`src/rtl/jpeg_unstuff_pkg.sv`:
```
// Shared types and constants for the JPEG byte unstuffer.
// Optional statistics are enabled with JPEG_UNSTUFF_STATS_EN (see jpeg_byte_unstuffer).
package jpeg_unstuff_pkg;

    typedef enum logic [1:0] {
        S_DATA = 2'd0,
        S_FF   = 2'd1,
        S_EOI  = 2'd2
    } state_e;

    localparam logic [7:0] MARKER_PREFIX = 8'hFF;
    localparam logic [7:0] STUFF_BYTE    = 8'h00;
    localparam logic [7:0] EOI_CODE      = 8'hD9;
    localparam logic [7:0] RST_MASK      = 8'hF8;
    localparam logic [7:0] RST_BASE      = 8'hD0;

    function automatic logic is_rst_marker(input logic [7:0] code);
        return (code & RST_MASK) == RST_BASE;
    endfunction

endpackage

```
`src/rtl/jpeg_byte_outreg.sv`:
```
// Byte-wide registered valid/accept output slice: load, hold until accepted, clear.
module jpeg_byte_outreg (
    input  logic       clk_i,
    input  logic       rst_ni,
    input  logic       flush_i,
    input  logic       load_i,
    input  logic [7:0] data_i,
    input  logic       accept_i,
    output logic       ready_o,
    output logic [7:0] data_o,
    output logic       valid_o
);

    logic [7:0] data_q, data_d;
    logic       valid_q, valid_d;

    assign ready_o = !valid_q || accept_i;
    assign data_o  = data_q;
    assign valid_o = valid_q;

    always_comb begin
        data_d  = data_q;
        valid_d = valid_q;
        if (flush_i) begin
            data_d  = '0;
            valid_d = 1'b0;
        end else if (load_i) begin
            data_d  = data_i;
            valid_d = 1'b1;
        end else if (accept_i) begin
            valid_d = 1'b0;
        end
    end

    always_ff @(posedge clk_i or negedge rst_ni) begin
        if (!rst_ni) begin
            data_q  <= '0;
            valid_q <= 1'b0;
        end else begin
            data_q  <= data_d;
            valid_q <= valid_d;
        end
    end

endmodule

```
`src/rtl/jpeg_byte_unstuffer.sv`:
```
// Splits FIFO words into bytes, removes FF00 stuffing and fill FFs, reports markers.
// Define JPEG_UNSTUFF_STATS_EN to add saturating stuff/fill counters.
module jpeg_byte_unstuffer
    import jpeg_unstuff_pkg::*;
#(
    parameter bit          BYTE_ORDER_LE = 1'b1,
    parameter int unsigned STAT_W        = 16
) (
    input  logic        clk_i,
    input  logic        rst_ni,
    input  logic        flush_i,
    input  logic [31:0] data_in_i,
    input  logic        valid_i,
    output logic        pop_o,
    output logic [7:0]  data_o,
    output logic        valid_o,
    input  logic        accept_i,
    output logic        marker_valid_o,
    output logic [7:0]  marker_o,
    output logic        eoi_o
`ifdef JPEG_UNSTUFF_STATS_EN
    ,
    output logic [STAT_W-1:0] stuff_cnt_o,
    output logic [STAT_W-1:0] fill_cnt_o
`endif
);

    logic [31:0] buf_q, buf_d;
    logic        buf_valid_q, buf_valid_d;
    logic [1:0]  idx_q, idx_d;
    state_e      state_q, state_d;
    logic        marker_valid_q, marker_valid_d;
    logic [7:0]  marker_q, marker_d;
    logic        eoi_q, eoi_d;

    logic [1:0]  sel;
    logic [7:0]  cur_byte;
    logic        emit;
    logic [7:0]  emit_byte;
    logic        is_marker;
    logic        is_eoi;
    state_e      byte_state;
    logic        out_ready;
    logic        consume;
    logic        pop;

    assign sel      = BYTE_ORDER_LE ? idx_q : (2'd3 - idx_q);
    assign cur_byte = buf_q[{sel, 3'b000} +: 8];

    // Per-byte decode; only acted upon when the byte is actually consumed.
    always_comb begin
        emit       = 1'b0;
        emit_byte  = cur_byte;
        is_marker  = 1'b0;
        is_eoi     = 1'b0;
        byte_state = state_q;
        unique case (state_q)
            S_DATA: begin
                if (cur_byte == MARKER_PREFIX) begin
                    byte_state = S_FF;
                end else begin
                    emit = 1'b1;
                end
            end
            S_FF: begin
                if (cur_byte == STUFF_BYTE) begin
                    emit       = 1'b1;
                    emit_byte  = MARKER_PREFIX;
                    byte_state = S_DATA;
                end else if (cur_byte == MARKER_PREFIX) begin
                    byte_state = S_FF;
                end else if (cur_byte == EOI_CODE) begin
                    is_marker  = 1'b1;
                    is_eoi     = 1'b1;
                    byte_state = S_EOI;
                end else if (is_rst_marker(cur_byte)) begin
                    is_marker  = 1'b1;
                    byte_state = S_DATA;
                end else begin
                    is_marker  = 1'b1;
                    byte_state = S_DATA;
                end
            end
            S_EOI:   byte_state = S_EOI;
            default: byte_state = S_DATA;
        endcase
    end

    assign consume = buf_valid_q && (state_q != S_EOI) && (!emit || out_ready);

    // After EOI every offered word is drained and dropped.
    assign pop = !flush_i && valid_i &&
                 ((state_q == S_EOI) || !buf_valid_q || ((idx_q == 2'd3) && consume));
    assign pop_o = pop;

    always_comb begin
        buf_d          = buf_q;
        buf_valid_d    = buf_valid_q;
        idx_d          = idx_q;
        state_d        = state_q;
        marker_valid_d = 1'b0;
        marker_d       = marker_q;
        eoi_d          = eoi_q;
        if (state_q == S_EOI) begin
            buf_valid_d = 1'b0;
        end else begin
            if (consume) begin
                idx_d   = idx_q + 2'd1;
                state_d = byte_state;
                if (idx_q == 2'd3) buf_valid_d = 1'b0;
                if (is_marker) begin
                    marker_valid_d = 1'b1;
                    marker_d       = cur_byte;
                end
                if (is_eoi) eoi_d = 1'b1;
            end
            if (pop) begin
                buf_d       = data_in_i;
                buf_valid_d = 1'b1;
                idx_d       = 2'd0;
            end
        end
    end

    always_ff @(posedge clk_i or negedge rst_ni) begin
        if (!rst_ni) begin
            buf_q          <= '0;
            buf_valid_q    <= 1'b0;
            idx_q          <= 2'd0;
            state_q        <= S_DATA;
            marker_valid_q <= 1'b0;
            marker_q       <= '0;
            eoi_q          <= 1'b0;
        end else if (flush_i) begin
            buf_q          <= '0;
            buf_valid_q    <= 1'b0;
            idx_q          <= 2'd0;
            state_q        <= S_DATA;
            marker_valid_q <= 1'b0;
            marker_q       <= '0;
            eoi_q          <= 1'b0;
        end else begin
            buf_q          <= buf_d;
            buf_valid_q    <= buf_valid_d;
            idx_q          <= idx_d;
            state_q        <= state_d;
            marker_valid_q <= marker_valid_d;
            marker_q       <= marker_d;
            eoi_q          <= eoi_d;
        end
    end

    assign marker_valid_o = marker_valid_q;
    assign marker_o       = marker_q;
    assign eoi_o          = eoi_q;

    jpeg_byte_outreg u_outreg (
        .clk_i    (clk_i),
        .rst_ni   (rst_ni),
        .flush_i  (flush_i),
        .load_i   (consume && emit),
        .data_i   (emit_byte),
        .accept_i (accept_i),
        .ready_o  (out_ready),
        .data_o   (data_o),
        .valid_o  (valid_o)
    );

`ifdef JPEG_UNSTUFF_STATS_EN
    logic [STAT_W-1:0] stuff_cnt_q, fill_cnt_q;
    logic              stuff_hit, fill_hit;

    assign stuff_hit = consume && (state_q == S_FF) && (cur_byte == STUFF_BYTE);
    assign fill_hit  = consume && (state_q == S_FF) && (cur_byte == MARKER_PREFIX);

    always_ff @(posedge clk_i or negedge rst_ni) begin
        if (!rst_ni) begin
            stuff_cnt_q <= '0;
            fill_cnt_q  <= '0;
        end else if (flush_i) begin
            stuff_cnt_q <= '0;
            fill_cnt_q  <= '0;
        end else begin
            if (stuff_hit && (stuff_cnt_q != '1)) stuff_cnt_q <= stuff_cnt_q + STAT_W'(1);
            if (fill_hit && (fill_cnt_q != '1))   fill_cnt_q  <= fill_cnt_q + STAT_W'(1);
        end
    end

    assign stuff_cnt_o = stuff_cnt_q;
    assign fill_cnt_o  = fill_cnt_q;
`else
    logic [STAT_W-1:0] unused_stat;
    assign unused_stat = '0;
`endif

endmodule

```
`config.mk`:
```
export PLATFORM = sky130hd
export DESIGN_NAME = jpeg_byte_unstuffer
export DESIGN_NICKNAME = d
export VERILOG_FILES = /design/src/rtl/jpeg_unstuff_pkg.sv /design/src/rtl/jpeg_byte_outreg.sv /design/src/rtl/jpeg_byte_unstuffer.sv
export SDC_FILE = /design/constraint.sdc
export NUM_CORES = 1
export LEC_CHECK = 0
export ABC_AREA = 1
export CELL_PAD_IN_SITES_DETAIL_PLACEMENT = 1
export CELL_PAD_IN_SITES_GLOBAL_PLACEMENT = 1
export CORE_ASPECT_RATIO = 1.75
export CORE_MARGIN = 10
export CORE_UTILIZATION = 37
export DETAILED_ROUTE_END_ITERATION = 8
export HOLD_SLACK_MARGIN = 0.06
export PLACE_DENSITY_LB_ADDON = 0.05
export REMOVE_ABC_BUFFERS = 1
export SLEW_MARGIN = 20
export SYNTH_ARGS = -nofsm -noshare
export SYNTH_HDL_FRONTEND = slang
export SYNTH_SLANG_ARGS = --single-unit
export TNS_END_PERCENT = 50
```
`constraint.sdc`:
```
create_clock -name clk_i -period 3.15 [get_ports clk_i]
set_clock_uncertainty 0.15 [all_clocks]
set_input_delay 0.4725 -clock clk_i [delete_from_list [all_inputs] [get_ports clk_i]]
set_output_delay 0.4725 -clock clk_i [all_outputs]
set_load 0.05 [all_outputs]
```
==> results.md, run 1 <==
* Outcome: complete, no violations
* CTS root buf: clkbuf_16
* Flop2flop setup slack at about 0.57 ns
* CTS buffer count at 5
* Die height at between 100 and 150 µm
* CP Launch Type: flip-flop
* First-pass GRT wire length at ~13000 µm
* Gr usage total at 0.1332
* Global route overflow at 0
* Crit-path max FO at 18
* Sequential share of the synthesized area at 0.4861
* H-tree level count at 2
* GR Layer Usage met1 at 0.1419
* YS warnings at 0
* Final HPWL DP at 5607 µm
* Avg Synthesized Cell Area at approximately 7.5 µm²
* Ant. Diodes at 0
* Class of the worst hold path: in2async
* Cell count after synthesis at around 380
* Cells on worst reg2reg path at 18
* Avg Vias per Cell at about 4.8
* Pwr Density at between 400 and 500 nW/µm²
* Starting density of the core at 0.3810
* Max Root-Sink Buffers at 2
* Final min period at 2.954 ns
* Met3 Track Usage GR at 0.03333
* Post-DRT Antenna Nets at 0
* Via count at approximately 2500
* Avg WL per Cell at 14.04 µm
* FILL cells at slightly below 1000
* RSZ-0062 raised after global routing: false
* Core area at ~7600 µm²
* CTS tree: done
* Setup CP Type: reg2out
* Post-Route WL at roughly 7400 µm
* Leakage at 1.946 nW
* Relative slew margins at 0.5241
* Worst-Margin Slew at between 0.7 and 0.8 ns
* Reg-to-reg endpoint: buf_q[1]
* Setup crit end: pop_o
* Pin count of the biggest net entering global routing at 57
* Top Usage Layer GRT: met2
* Worst-path clk slew at 0.07 ns
* CP startpoint: idx_q[0]
* Max-cap viol count at 0
* Syn Std Cell Area at slightly below 3000 µm²
* Area delta synth->final at 27.95%
* Total power at ~1.8 mW
* Vias in the first global route at 2741
* IO Pins at 57
* Setup crit end kind: output port
* Max VDD drop at about 340 µV
* Grt met2 use at 0.2459
* Worst path required time at approximately 2.5 ns
* Share of the synthesized area in the top cell type at 0.4861
* F_max at roughly 0.34 GHz
* Port Buf Inserts at 56
* Die width at approximately 87 µm
* Cts hold-fix bufs at 0
* Number of antenna violations at the first check in global routing at 0
* Synthesized flop and latch total at 56
* DRC viols at 0
* DIE AREA at approximately 12000 µm²
* Share of layout cells above drive strength 1 at 0.1063
* Drt first pass iters at 4
* Netlist cell types at 24
* Cell taking the most area after synthesis: dfrtp_1
* Layout Nets at around 480
* Row count at 42
* Gpl congestion at a little under 0.8
* Critical Path AT at 2.33 ns
* Final Setup Violations at 0
* Hold Vio Cnt, Final at 0
* Final TNS setup at 0 ns
* Drt first-iter violations at 85
* RR Startpoint: idx_q[0]
* Final cycle utilization of the critical path at 0.9378
* Fin. max-slew vios at 0
* Clk sink count at 56
* Clock latency on the worst-skew pair at 0.30 ns
* Largest cells by area after synthesis: dfrtp_1 (49%), nand2_1 (29%), nand3_1 (4.3%)
cell usage in the layout, fill, tap and decap left out, types with 5 or more instances in the layout:
cell type          n
buf_4              6
clkbuf_16          5
clkdlybuf4s50_1   54
dfrtp_1           55
inv_1             11
nand2_1          225
nand2_2           12
nand2_4            6
nand3_1           25
nor2_1             8
o21ai_1            8
state kept, by name (all words and copies together), names as in the netlist:
| name | flops |
|---|---|
| state_q | 2 |
| eoi_o | 1 |
| idx_q | 2 |
| buf_q | 32 |
| u_outreg.data_o | 8 |
| u_outreg.valid_o | 1 |
| marker_valid_o | 1 |
| marker_o | 8 |
| buf_valid_q | 1 |
what timing repair did:
action | 4_1_cts | 5_1_grt
buffers inserted | 0 | 4
gates resized for setup | 1 | 3
setup endpoints to repair | 1 | 1
routing by layer:
metal | wire length, µm | share of wire | up-vias
met2 | 4127 | 0.55 | 43
li1 | - | - | 1287
met3 | 276 | 0.037 | 8
met4 | 107 | 0.014 | 0
met1 | 2930 | 0.39 | 1203
met5 | 0 | 0 | -
worst max-delay path: stages (launching register included):
cell and delay, ns:
dfrtp_4 0.55, inv_8 0.14, nand2_1 0.09, nand2_1 0.07, nand2_1 0.05, nand2_1 0.07
nand2_1 0.06, nor2_1 0.15, nand2_1 0.14, nand2_2 0.13, nand2_4 0.07, nand2_4 0.07
nand2_4 0.05, nand2_4 0.07, nand2_4 0.08, inv_1 0.10, buf_12 0.14
cell type report:
class                           instances  area (µm²)  area share
Clock buffer                            7       152.6     0.04138
Clock inverter                          1       30.03    0.008141
Inverter                               16       67.56     0.01832
Multi-Input combinational cell        299        1301      0.3528
Sequential cell                        56        1405      0.3809
Tap cell                               88       110.1     0.02985
Timing Repair Buffer                   63       621.8      0.1686
worst min-delay path by stage:
stage,start,to,cells past startpoint
after detailed placement,u_outreg.data_o[4],u_outreg.data_o[4],2
after CTS,rst_ni,buf_valid_q,2
after global routing,rst_ni,buf_q[16],2
final,rst_ni,buf_q[16],2
after global placement,u_outreg.data_o[1],u_outreg.data_o[1],2
after floorplan,rst_ni,buf_q[0],0
cell usage after synthesis, drive strengths merged:
library cell,number
a21oi,2
o21ai,11
nor2,14
nand2,243
nand3,26
inv,15
clkbuf,1
o22ai,1
dfrtp,56
ha,1
buf,12
clkinv,1
nor3,1
cells by family after synthesis:
group	share of synthesized area
simple gates	0.4214
flops	0.4861
buf+inv	0.06336
compound gates	0.02474
fa+ha+maj	0.004340
report_power, final:
group / internal (mW) / switching (mW) / leakage (nW)
Clock: 0.419 / 0.254 / 0.0901
Sequential: 0.760 / 0.0294 / 0.758
Combinational: 0.120 / 0.190 / 1.10
stage by stage:
stage | instances | area [µm²] | worst slack (ns) | hold WS [ns] | util
2_1_floorplan | 371 | 2768 | 0.5430 | 0.02691 | -
3_3_place_gp | 518 | 3466 | 0.2150 | 0.3033 | 0.4580
3_5_place_dp | 518 | 3466 | 0.1558 | 0.3073 | 0.4580
4_1_cts | 526 | 3650 | 0.07582 | 0.1930 | 0.4823
5_1_grt | 530 | 3689 | 0.01323 | 0.2335 | 0.4874
6_report | 530 | 3689 | 0.1960 | 0.1413 | 0.4874
(Power assumes the default switching activity.)
==> run 2: changes to the inputs <==
--- a/config.mk
+++ b/config.mk
@@ -10,7 +10,7 @@
 export CELL_PAD_IN_SITES_GLOBAL_PLACEMENT = 1
 export CORE_ASPECT_RATIO = 1.75
 export CORE_MARGIN = 10
-export CORE_UTILIZATION = 37
+export CORE_UTILIZATION = 34
 export DETAILED_ROUTE_END_ITERATION = 8
 export HOLD_SLACK_MARGIN = 0.06
 export PLACE_DENSITY_LB_ADDON = 0.05
==> constraint.sdc (replaced) <==
create_clock -name clk_i -period 2.5 [get_ports clk_i]
set_clock_uncertainty 0.15 [all_clocks]
set_input_delay 0.375 -clock clk_i [delete_from_list [all_inputs] [get_ports clk_i]]
set_output_delay 0.375 -clock clk_i [all_outputs]
set_load 0.05 [all_outputs]
==> run 2 against run 1 <==
Net effect: the flow now finishes with violations (setup timing); via count is 7.9% higher; setup slack worse by 0.40 ns; hold slack better by 0.18 ns; flip-flop and latch count stayed put; first-iteration DRC count is 42% lower; die area is 7.1% higher; sequential share of layout area is 5.0 points lower; clock power is 22% higher; power is 35% higher; final cell count is 12% higher; sequential power is 26% higher.
==> results.md, run 2 (synthesis gave the netlist of run 1 again) <==
* Outcome: complete, but fails checks
* Failing checks: setup timing
* First-pass GRT wire length at 13520 µm (+4.3%)
* Row count at 44 (+4.8%)
* Ant. Diodes at 0 (unchanged)
* Reg-to-reg endpoint: buf_q[28]
* Number of antenna violations at the first check in global routing at 0 (unchanged)
* Drt first-iter violations at 49 (-42%)
* DRC viols at 0 (unchanged)
* Post-DRT Antenna Nets at 0 (unchanged)
* Part of the power in combinational logic at 0.239 (+0.064)
* Global route overflow at 0 (unchanged)
* CTS tree: done
* IO Pins at 57 (unchanged)
* Placed standard-cell area at 3597 µm² (+3.8%)
* Clock power frac at 0.344 (-0.036)
* Crit-path max FO at 8 (-10)
* Non-Filler Instances at 591 (+12%)
* Max Root-Sink Buffers at 2 (unchanged)
* Most frequent cells in the layout: nand2_1 (204), dfrtp_1 (55), clkdlybuf4s50_1 (54), buf_4 (31), nand2_2 (24)
* Max VDD drop at 474.6 µV (+40%)
* Final HPWL DP at 5854 µm (+4.4%)
* Placed cells at 553 (+6.8%)
* Flop2flop setup slack at -0.08 ns (-0.65 ns)
* Final cycle utilization of the critical path at 1.080
* Final Instance Area at 4235 µm² (+15%)
* CP Launch Type: flip-flop
* Setup ws final at -0.2007 ns (-0.3967 ns)
* Gpl congestion at 0.7858 (about the same)
* Pint at 1.694 mW (+30%)
* Class of the worst hold path: reg2reg
* Sw Share at 0.2892 (+0.02222)
* Die width at 89.61 µm (+3.3%)
* Core area at 8313 µm² (+9.9%)
* Commonest non-fill, non-tap cell in the layout: nand2_1
* Port Buf Inserts at 56 (unchanged)
* Final Setup Violations at 43 (+43)
* CTS root buf: clkbuf_16
* Gr usage total at 0.1349 (+0.001729)
* Max-cap viol count at 0 (unchanged)
* Clock latency on the worst-skew pair at 0.30 ns (about the same)
* RR Startpoint: idx_q[0]
* Setup CP Type: reg2out
* Worst path required time at 1.98 ns (-0.55 ns)
* Setup crit end kind: output port
* H-tree level count at 2 (unchanged)
* Avg WL per Cell at 14.76 µm (+5.1%)
* Worst hold endpoint: u_outreg.data_o[0]
* Worst-path clk slew at 0.07 ns (about the same)
* Top Usage Layer GRT: met2
* F_max at 0.3703 GHz
* FILL cells at 1024 (+3.5%)
* CP startpoint: idx_q[0]
* Grt met2 use at 0.2469 (+0.001046)
* Max FFs per register at 32 (unchanged)
* Worst hold start: u_outreg.data_o[0]
* Sequential standard cell area at 1403 µm² (-0.18%)
* Area delta synth->final at 46.92%
* Cells on worst reg2reg path at 20 (+2)
* Hold depth at 2
* Via count at 2743 (+7.9%)
* Leakage at 2.230 nW (+15%)
* RSZ-0062 raised after global routing: true
* Total power at 2.383 mW (+35%)
* Reg power frac at 0.417 (-0.028)
* Met3 Track Usage GR at 0.02982 (-0.003517)
* Hold Vio Cnt, Final at 0 (unchanged)
* Final core area utilization at 0.5095 (+0.02205)
* CTS buffer count at 5 (unchanged)
* Post-Route WL at 8722 µm (+17%)
* Biggest register: buf_q
* Avg Vias per Cell at 4.641 (-3.2%)
* Pin count of the biggest net entering global routing at 33 (-42%)
* Die height at 141.8 µm (+3.7%)
* Pwr Density at 562.7 nW/µm² (+17%)
* Critical Path AT at 2.18 ns (-0.15 ns)
* Drt first pass iters at 4 (unchanged)
* Multi-input logic area at 1495 µm² (+15%)
* DIE AREA at 12710 µm² (+7.1%)
* Fin. max-slew vios at 0 (unchanged)
* Clk sink count at 56 (unchanged)
* Layout Nets at 513 (+7.1%)
* GR Layer Usage met1 at 0.1408 (-0.001062)
* Relative slew margins at 0.5696 (+0.04551)
* Vias in the first global route at 2895 (+5.6%)
* Final min period at 2.701 ns
* Starting density of the core at 0.3468 (-0.03417)
* Worst-Margin Slew at 0.6455 ns (-0.06827 ns)
* Share of layout cells above drive strength 1 at 0.2311 (+0.1248)
* Sw power at 0.6893 mW (+46%)
[run 2: what timing repair did]
action,in CTS,in global routing
resized for setup,24,34
setup endpoints to repair,3,56
hold endpoints to repair,26,0
hold buffers,1,0
setup buffers,20,5
cloned,2,2
pin swaps,19,20
[run 2: layout make-up]
| cell class | count | share of cell area |
|---|---|---|
| Inverter | 16 | 0.01861 |
| Timing Repair inverter | 1 | 0.003840 |
| Timing Repair Buffer | 94 | 0.2198 |
| Sequential cell | 56 | 0.3312 |
| Multi-Input combinational cell | 301 | 0.3530 |
| Tap cell | 115 | 0.03397 |
| Clock buffer | 6 | 0.03043 |
| Clock inverter | 2 | 0.009158 |
[run 2: worst max-delay path: stages, from the launching register on]
cell,delay (ns)
dfrtp_2,0.46
buf_12,0.18
clkinv_8,0.07
nand2_1,0.09
nand2_2,0.07
nand2_1,0.07
nand2_2,0.09
nand2_2,0.08
nor2_2,0.13
nand2_2,0.09
nand2_4,0.08
nand2_4,0.06
nand2_4,0.06
nand2_4,0.05
nand2_4,0.06
nand2_4,0.05
inv_2,0.06
buf_12,0.13
[run 2: routing by layer]
metal / up-vias / share of wire
met5: - / 0
met4: 0 / 0.026
met3: 12 / 0.043
met2: 49 / 0.56
met1: 1316 / 0.37
li1: 1366 / -
[run 2: how the worst max path moves through the flow]
stage | slack (ns) | to | depth (start not counted)
global route | -0.33 | pop_o | 17
detailed placement | -0.02 | buf_q[28] | 19
finish | -0.20 | pop_o | 17
floorplan | -0.01 | pop_o | 14
CTS | -0.16 | pop_o | 17
global placement | 0.04 | pop_o | 17
[run 2: through the flow]
| stage | TNS (ns) | hold slack (ns) | setup WS, ns |
|---|---|---|---|
| finish | -2.098 | 0.3179 | -0.2007 |
| detailed placement | -0.05870 | 0.2894 | -0.02243 |
| CTS | -0.2080 | 0.3259 | -0.1573 |
| global placement | 0 | 0.2826 | 0.04173 |
| floorplan | -0.009510 | -0.07059 | -0.009510 |
| global route | -10.20 | 0.3508 | -0.3263 |
[run 2: power groups by stage]
stage	sequential, mW	clock (mW)	combinational, mW
floorplan	1.03	0	0.204
global placement	1.01	0	0.415
detailed placement	1.01	0	0.424
CTS	0.992	0.843	0.505
global route	1.00	0.873	0.623
finish	0.995	0.819	0.569
